<file path="src/rtl/usb_transceiver.sv">
// Low-speed USB PHY: bytes <-> NRZI bit-stuffed D+/D- line with SYNC and EOP framing.
// The receiver is always listening, so it also decodes the block's own transmission.
module usb_transceiver #(
  parameter int CLKS_PER_BIT = 16
) (
  input  logic       clk,
  input  logic       reset,
  input  logic [1:0] d_i,
  output logic [1:0] d_o,
  output logic       d_en,
  output logic [1:0] line_state,
  input  logic [7:0] tx_data,
  input  logic       tx_valid,
  output logic       tx_ready,
  output logic [7:0] rx_data,
  output logic       rx_active,
  output logic       rx_valid,
  output logic       rx_error,
  output logic [2:0] tx_fsm,
  output logic [1:0] rx_fsm
);

  localparam int CW = $clog2(CLKS_PER_BIT);
  localparam logic [1:0] LVL_J   = 2'b01;
  localparam logic [1:0] LVL_K   = 2'b10;
  localparam logic [1:0] LVL_SE0 = 2'b00;

  // Handshake: tx_valid is a level request; tx_ready pulses in the cycle tx_data was
  // captured, so the next byte may be presented any time before the following byte end.
  // rx_valid/rx_error are single-cycle pulses, rx_data is stable until the next rx_valid.

  typedef enum logic [2:0] {
    TX_IDLE    = 3'd0,
    TX_SYNC    = 3'd1,
    TX_DATA    = 3'd2,
    TX_EOP_SE0 = 3'd3,
    TX_EOP_J   = 3'd4
  } tx_state_t;

  typedef enum logic [1:0] {
    RX_HUNT = 2'd0,
    RX_DATA = 2'd1,
    RX_EOP  = 2'd2,
    RX_WAIT = 2'd3
  } rx_state_t;

  function automatic logic [1:0] nrzi(input logic [1:0] cur, input logic b);
    if (b) return cur;
    return (cur == LVL_J) ? LVL_K : LVL_J;
  endfunction

  tx_state_t     tx_state;
  logic [CW-1:0] tx_cnt;
  logic [7:0]    tx_shift;
  logic [3:0]    tx_bits;
  logic [2:0]    tx_ones;
  logic          tx_bit_end;

  assign tx_bit_end = (tx_cnt == CW'(CLKS_PER_BIT - 1));
  assign tx_fsm     = tx_state;

  always_ff @(posedge clk) begin
    if (reset) begin
      tx_state <= TX_IDLE;
      d_o      <= LVL_J;
      d_en     <= 1'b0;
      tx_ready <= 1'b0;
      tx_cnt   <= '0;
      tx_shift <= '0;
      tx_bits  <= '0;
      tx_ones  <= '0;
    end else begin
      tx_ready <= 1'b0;
      if (tx_state != TX_IDLE) tx_cnt <= tx_bit_end ? '0 : tx_cnt + 1'b1;
      case (tx_state)
        TX_IDLE: begin
          if (tx_valid) begin
            // First SYNC bit (a 0) is already on the wire here; 8'h80 >> 1 remains.
            tx_state <= TX_SYNC;
            d_en     <= 1'b1;
            d_o      <= LVL_K;
            tx_shift <= 8'h40;
            tx_bits  <= 4'd1;
            tx_ones  <= '0;
            tx_cnt   <= '0;
          end
        end
        TX_SYNC: begin
          if (tx_bit_end) begin
            if (tx_bits == 4'd8) begin
              tx_state <= TX_DATA;
              d_o      <= nrzi(d_o, tx_data[0]);
              tx_shift <= {1'b0, tx_data[7:1]};
              tx_bits  <= 4'd1;
              tx_ones  <= tx_data[0] ? tx_ones + 1'b1 : 3'd0;
              tx_ready <= 1'b1;
            end else begin
              d_o      <= nrzi(d_o, tx_shift[0]);
              tx_shift <= {1'b0, tx_shift[7:1]};
              tx_bits  <= tx_bits + 1'b1;
              tx_ones  <= tx_shift[0] ? tx_ones + 1'b1 : 3'd0;
            end
          end
        end
        TX_DATA: begin
          if (tx_bit_end) begin
            if (tx_ones == 3'd6) begin
              // Stuffed 0 goes ahead of everything, including a byte boundary or EOP.
              d_o     <= nrzi(d_o, 1'b0);
              tx_ones <= '0;
            end else if (tx_bits == 4'd8) begin
              if (tx_valid) begin
                d_o      <= nrzi(d_o, tx_data[0]);
                tx_shift <= {1'b0, tx_data[7:1]};
                tx_bits  <= 4'd1;
                tx_ones  <= tx_data[0] ? tx_ones + 1'b1 : 3'd0;
                tx_ready <= 1'b1;
              end else begin
                tx_state <= TX_EOP_SE0;
                d_o      <= LVL_SE0;
                tx_bits  <= '0;
              end
            end else begin
              d_o      <= nrzi(d_o, tx_shift[0]);
              tx_shift <= {1'b0, tx_shift[7:1]};
              tx_bits  <= tx_bits + 1'b1;
              tx_ones  <= tx_shift[0] ? tx_ones + 1'b1 : 3'd0;
            end
          end
        end
        TX_EOP_SE0: begin
          if (tx_bit_end) begin
            if (tx_bits == 4'd1) begin
              tx_state <= TX_EOP_J;
              d_o      <= LVL_J;
            end else begin
              tx_bits <= tx_bits + 1'b1;
            end
          end
        end
        TX_EOP_J: begin
          if (tx_bit_end) begin
            tx_state <= TX_IDLE;
            d_en     <= 1'b0;
            tx_bits  <= '0;
            tx_ones  <= '0;
          end
        end
        default: tx_state <= TX_IDLE;
      endcase
    end
  end

  rx_state_t     rx_state;
  logic [1:0]    sync1;
  logic [1:0]    ls_prev;
  logic [1:0]    last_lvl;
  logic [CW-1:0] rx_cnt;
  logic [7:0]    rx_shift;
  logic [2:0]    rx_bits;
  logic [2:0]    rx_ones;
  logic [2:0]    zcnt;
  logic          trans;
  logic          sample;
  logic          lvl_se0;
  logic          rbit;

  assign rx_fsm = rx_state;

  // The bit clock re-phases on every line change and samples halfway into the bit.
  always_comb begin
    trans   = (line_state != ls_prev);
    sample  = !trans && (rx_cnt == CW'(CLKS_PER_BIT / 2));
    lvl_se0 = !((line_state == LVL_J) || (line_state == LVL_K));
    rbit    = (line_state == last_lvl);
  end

  always_ff @(posedge clk) begin
    if (reset) begin
      sync1      <= LVL_J;
      line_state <= LVL_J;
      ls_prev    <= LVL_J;
      last_lvl   <= LVL_J;
      rx_cnt     <= '0;
      rx_state   <= RX_HUNT;
      rx_active  <= 1'b0;
      rx_valid   <= 1'b0;
      rx_error   <= 1'b0;
      rx_data    <= '0;
      rx_shift   <= '0;
      rx_bits    <= '0;
      rx_ones    <= '0;
      zcnt       <= '0;
    end else begin
      sync1      <= d_i;
      line_state <= sync1;
      ls_prev    <= line_state;
      rx_valid   <= 1'b0;
      rx_error   <= 1'b0;
      rx_cnt     <= (trans || rx_cnt == CW'(CLKS_PER_BIT - 1)) ? '0 : rx_cnt + 1'b1;
      if (sample) begin
        last_lvl <= lvl_se0 ? LVL_J : line_state;
        case (rx_state)
          RX_HUNT: begin
            if (lvl_se0) begin
              zcnt <= '0;
            end else if (!rbit) begin
              zcnt <= (zcnt == 3'd7) ? zcnt : zcnt + 1'b1;
            end else begin
              zcnt <= '0;
              // A run of alternations closed by KK is the tail of SYNC.
              if (zcnt >= 3'd5 && line_state == LVL_K) begin
                rx_state  <= RX_DATA;
                rx_active <= 1'b1;
                rx_bits   <= '0;
                rx_ones   <= 3'd1;
              end
            end
          end
          RX_DATA: begin
            if (lvl_se0) begin
              if (rx_bits == 3'd0) begin
                rx_state <= RX_EOP;
              end else begin
                rx_error  <= 1'b1;
                rx_active <= 1'b0;
                rx_state  <= RX_WAIT;
              end
            end else if (rx_ones == 3'd6) begin
              if (rbit) begin
                rx_error  <= 1'b1;
                rx_active <= 1'b0;
                rx_state  <= RX_WAIT;
              end else begin
                rx_ones <= '0;
              end
            end else begin
              rx_shift <= {rbit, rx_shift[7:1]};
              rx_ones  <= rbit ? rx_ones + 1'b1 : 3'd0;
              rx_bits  <= rx_bits + 1'b1;
              if (rx_bits == 3'd7) begin
                rx_data  <= {rbit, rx_shift[7:1]};
                rx_valid <= 1'b1;
              end
            end
          end
          RX_EOP: begin
            if (line_state == LVL_J) begin
              rx_active <= 1'b0;
              rx_state  <= RX_HUNT;
              zcnt      <= '0;
            end else if (line_state == LVL_K) begin
              rx_error  <= 1'b1;
              rx_active <= 1'b0;
              rx_state  <= RX_WAIT;
            end
          end
          RX_WAIT: begin
            if (line_state == LVL_J) begin
              rx_state <= RX_HUNT;
              zcnt     <= '0;
            end
          end
          default: rx_state <= RX_HUNT;
        endcase
      end
    end
  end

endmodule

</file>
<file path="config.mk">
export PLATFORM = sky130hd
export DESIGN_NAME = usb_transceiver
export DESIGN_NICKNAME = d
export VERILOG_FILES = /design/src/rtl/usb_transceiver.sv
export SDC_FILE = /design/constraint.sdc
export NUM_CORES = 1
export LEC_CHECK = 0
export ABC_CLOCK_PERIOD_IN_PS = 2780
export CORE_MARGIN = 3
export CORE_UTILIZATION = 57
export CTS_CLUSTER_SIZE = 14
export DETAILED_ROUTE_END_ITERATION = 8
export GPL_ROUTABILITY_DRIVEN = 0
export PLACE_DENSITY = 0.87
export SYNTH_ARGS = -nofsm -noshare
export SYNTH_HDL_FRONTEND = slang
export SYNTH_SLANG_ARGS = --single-unit
</file>
<file path="constraint.sdc">
create_clock -name clk -period 2.78 [get_ports clk]
set_clock_uncertainty 0.15 [all_clocks]
set_input_delay 0.695 -clock clk [delete_from_list [all_inputs] [get_ports clk]]
set_output_delay 0.695 -clock clk [all_outputs]
set_load 0.02 [all_outputs]
</file>
==> results.tsv <==
metric	value	unit
Pwr per Cell Area	498	mW/mm²
Switch Pwr	493	µW
switching part of the total	23.2	%
hold slack	0.277	ns
Core Region	0.00603	mm²
CP endpoint kind	output port	
nets	494	
WL final	8130	µm
crit-path cells	clkdlybuf4s50_1	
Crit Path Max Fanout	13	
outcome	complete, no violations	
Die ar.	0.00732	mm²
total track usage	23.6	%
Ys Warns	0	
WP data arrival	1.67	ns
fin. max-slew vios	0	
Yosys top cell area share	36.6	%
via count	3229	
CTS max path bufs	2	
Min-Delay Path Depth	1	
Antenna Diode Count	0	
hold buffers post-CTS	0	
clock root buffer	clkbuf_8	
die extent in x	85.6	µm
area grow syn2layout	18.4	%
P_int	1.64	mW
Fin Setup TNS	0	ns
fmax	0.397	GHz
DRT iter0 DRCs	163	
crit path kind	register to output port	
Wirelength per Cell	15.1	µm
max incr delay on CP	0.70	ns
global-route wire length before repair	13900	µm
share of cells above drive strength 1	9.74	%
Boundary Pins	35	
Fin. Hold Viols	0	
number of global-route vias before repair	3085	
total stage count of the critical path	1	
post-CTS setup buffer count	0	
Clock transition at path regs	0.07	ns
Reg2Reg Depth	7	
async set-reset flop share out of synthesis	0	%
Gate Count Post-Synth	420	
syn_nets	457	
CTS tree	built	
TritonCTS Sinks	66	
Seq/Total Area, Yosys	36.6	%
most common cell after layout, fill and taps aside	dfxtp_1	
Die Ht	85.6	µm
startpoint types	register	
final worst setup slack	0.264	ns
number of library cell types mapped by synthesis	61	
worst-margin pin slew	0.701	ns
Final period util	90.5	%
reg-to-reg slack, setup	0.42	ns
Crit-path slowest cell	clkdlybuf4s50_1	
max_cap viols	0	
Hold Crit Class	register to register	
Synth area leaders	dfxtp_1, ha_1, mux2i_1, nor2_1, a21oi_1	
sequential power share	46.2	%
average size of a mapped cell	8.59	µm²
Max-slew headroom	53.1	%
Pleak	1.81	nW
initial antenna violation count	0	
Top FF cell, synth	dfxtp_1	
PortBufs	34	
PostCTS Resize Cnt	0	
number of buffers created by CTS	9	
worst-skew pair later-pin latency	0.35	ns
Final Setup Violations	0	
largest net degree at the start of global routing	43	
post-route DRC violation count	0	
hpwl dp	5690	µm
clock group share of total power	44.8	%
worst path required time	1.93	ns
row count	28	
FF+latch count, synth	66	
H-tree lvl count	3	
most frequent cells in the layout	dfxtp_1, nor2_1, clkdlybuf4s50_1	
Tmin final	2.52	ns
Starting Density	59.9	%
ANT nets after route	0	
Logic pwr share	9.0	%
vias per inst	6.01	
CP Buf/Inv Count	1	
leading area contributor after synthesis	dfxtp_1	
Pre-antenna DRT Iters	4	
mapped cell area	0.00361	mm²
Pwr Total	2.13	mW
CP top delay family	buffers and inverters	
worst slack, placed	0.253	ns
Max IR drop VDD	0.486	mV
EDFF count, synth	0	
total gr overflow	0	
RSZ-0062 raised after global routing	no	
==> logic make-up after synthesis <==
| family | after synthesis | synth area share, % |
|---|---|---|
| buffers and inverters | 44 | 5.37 |
| adder cells (fa/ha/maj) | 24 | 8.32 |
| XOR/XNOR | 10 | 2.43 |
| AO/OA/AOI/OAI | 98 | 18.0 |
| multiplexers | 25 | 7.00 |
| flip-flops | 66 | 36.6 |
| AND/OR/NAND/NOR | 153 | 22.2 |
==> flip-flops by register name, summed over array words and instances (netlist names) <==
signal      count
line_state      2
rx_data         8
tx_fsm          3
tx_shift        7
ls_prev         2
rx_error        1
d_o             2
zcnt            3
tx_bits         4
tx_cnt          4
tx_ready        1
rx_valid        1
d_en            1
rx_fsm          2
tx_ones         3
sync1           2
rx_shift        7
rx_active       1
rx_ones         3
rx_cnt          4
last_lvl        2
rx_bits         3
==> synthesized netlist by cell type (2+ instances only) <==
cell	n
dfxtp_1	66
nor2_1	44
a21oi_1	31
nand2_1	27
ha_1	24
inv_1	23
mux2i_1	23
o21ai_0	15
nor3_1	14
clkbuf_1	13
nand3_1	12
nor3b_1	11
a31oi_1	10
nor2b_1	7
a21o_1	6
xnor2_1	6
a211oi_1	5
nor4b_1	5
or2_2	5
nand4_1	4
nor4_1	4
or3_1	4
xor2_1	4
and2_1	3
and3_1	3
buf_6	3
nand2b_1	3
a2111oi_0	2
a22o_1	2
a22oi_1	2
a311oi_1	2
a41o_1	2
buf_1	2
buf_2	2
mux2_2	2
o21bai_1	2
o311ai_0	2
o31ai_1	2
==> worst paths after layout <==
kind              startpoint             to
setup / recovery   tx_fsm[1]      tx_fsm[1]
hold / removal      sync1[0]  line_state[0]
setup reg to reg  tx_bits[0]         d_o[1]
hold reg to reg     sync1[0]  line_state[0]
==> metrics by stage <==
stage	std cells	instance area, µm²	utilization [%]
after floorplan	420	3610	-
after global placement	521	4040	67.0
after detailed placement	521	4040	67.0
after CTS	537	4270	70.9
after global routing	537	4270	70.9
final	537	4270	70.9
==> area by class of cell <==
class / count / area [µm²]
Clock buffer: 10 / 128
Clock inverter: 6 / 105
Fill cell: 481 / 1750
Inverter: 23 / 86.3
Multi-Input combinational cell: 310 / 2090
Sequential cell: 66 / 1320
Tap cell: 75 / 93.8
Timing Repair Buffer: 47 / 445
==> power by group through the flow <==
stage | clock, mW | sequential (mW) | combinational, mW
finish | 0.954 | 0.983 | 0.192
floorplan | 0 | 1.01 | 0.115
global placement | 0 | 1.00 | 0.182
CTS | 0.971 | 0.982 | 0.191
global route | 1.01 | 0.984 | 0.212
detailed placement | 0 | 1.00 | 0.188
==> metal layers <==
metal	vias up	part of all wire [%]	track usage, %
met2	98	50	41.5
met1	1524	41	26.6
li1	1580	-	-
met4	0	3.5	12.4
met5	-	0	0
met3	27	5.8	5.38
Note: power is estimated with default switching activity, not from simulation.
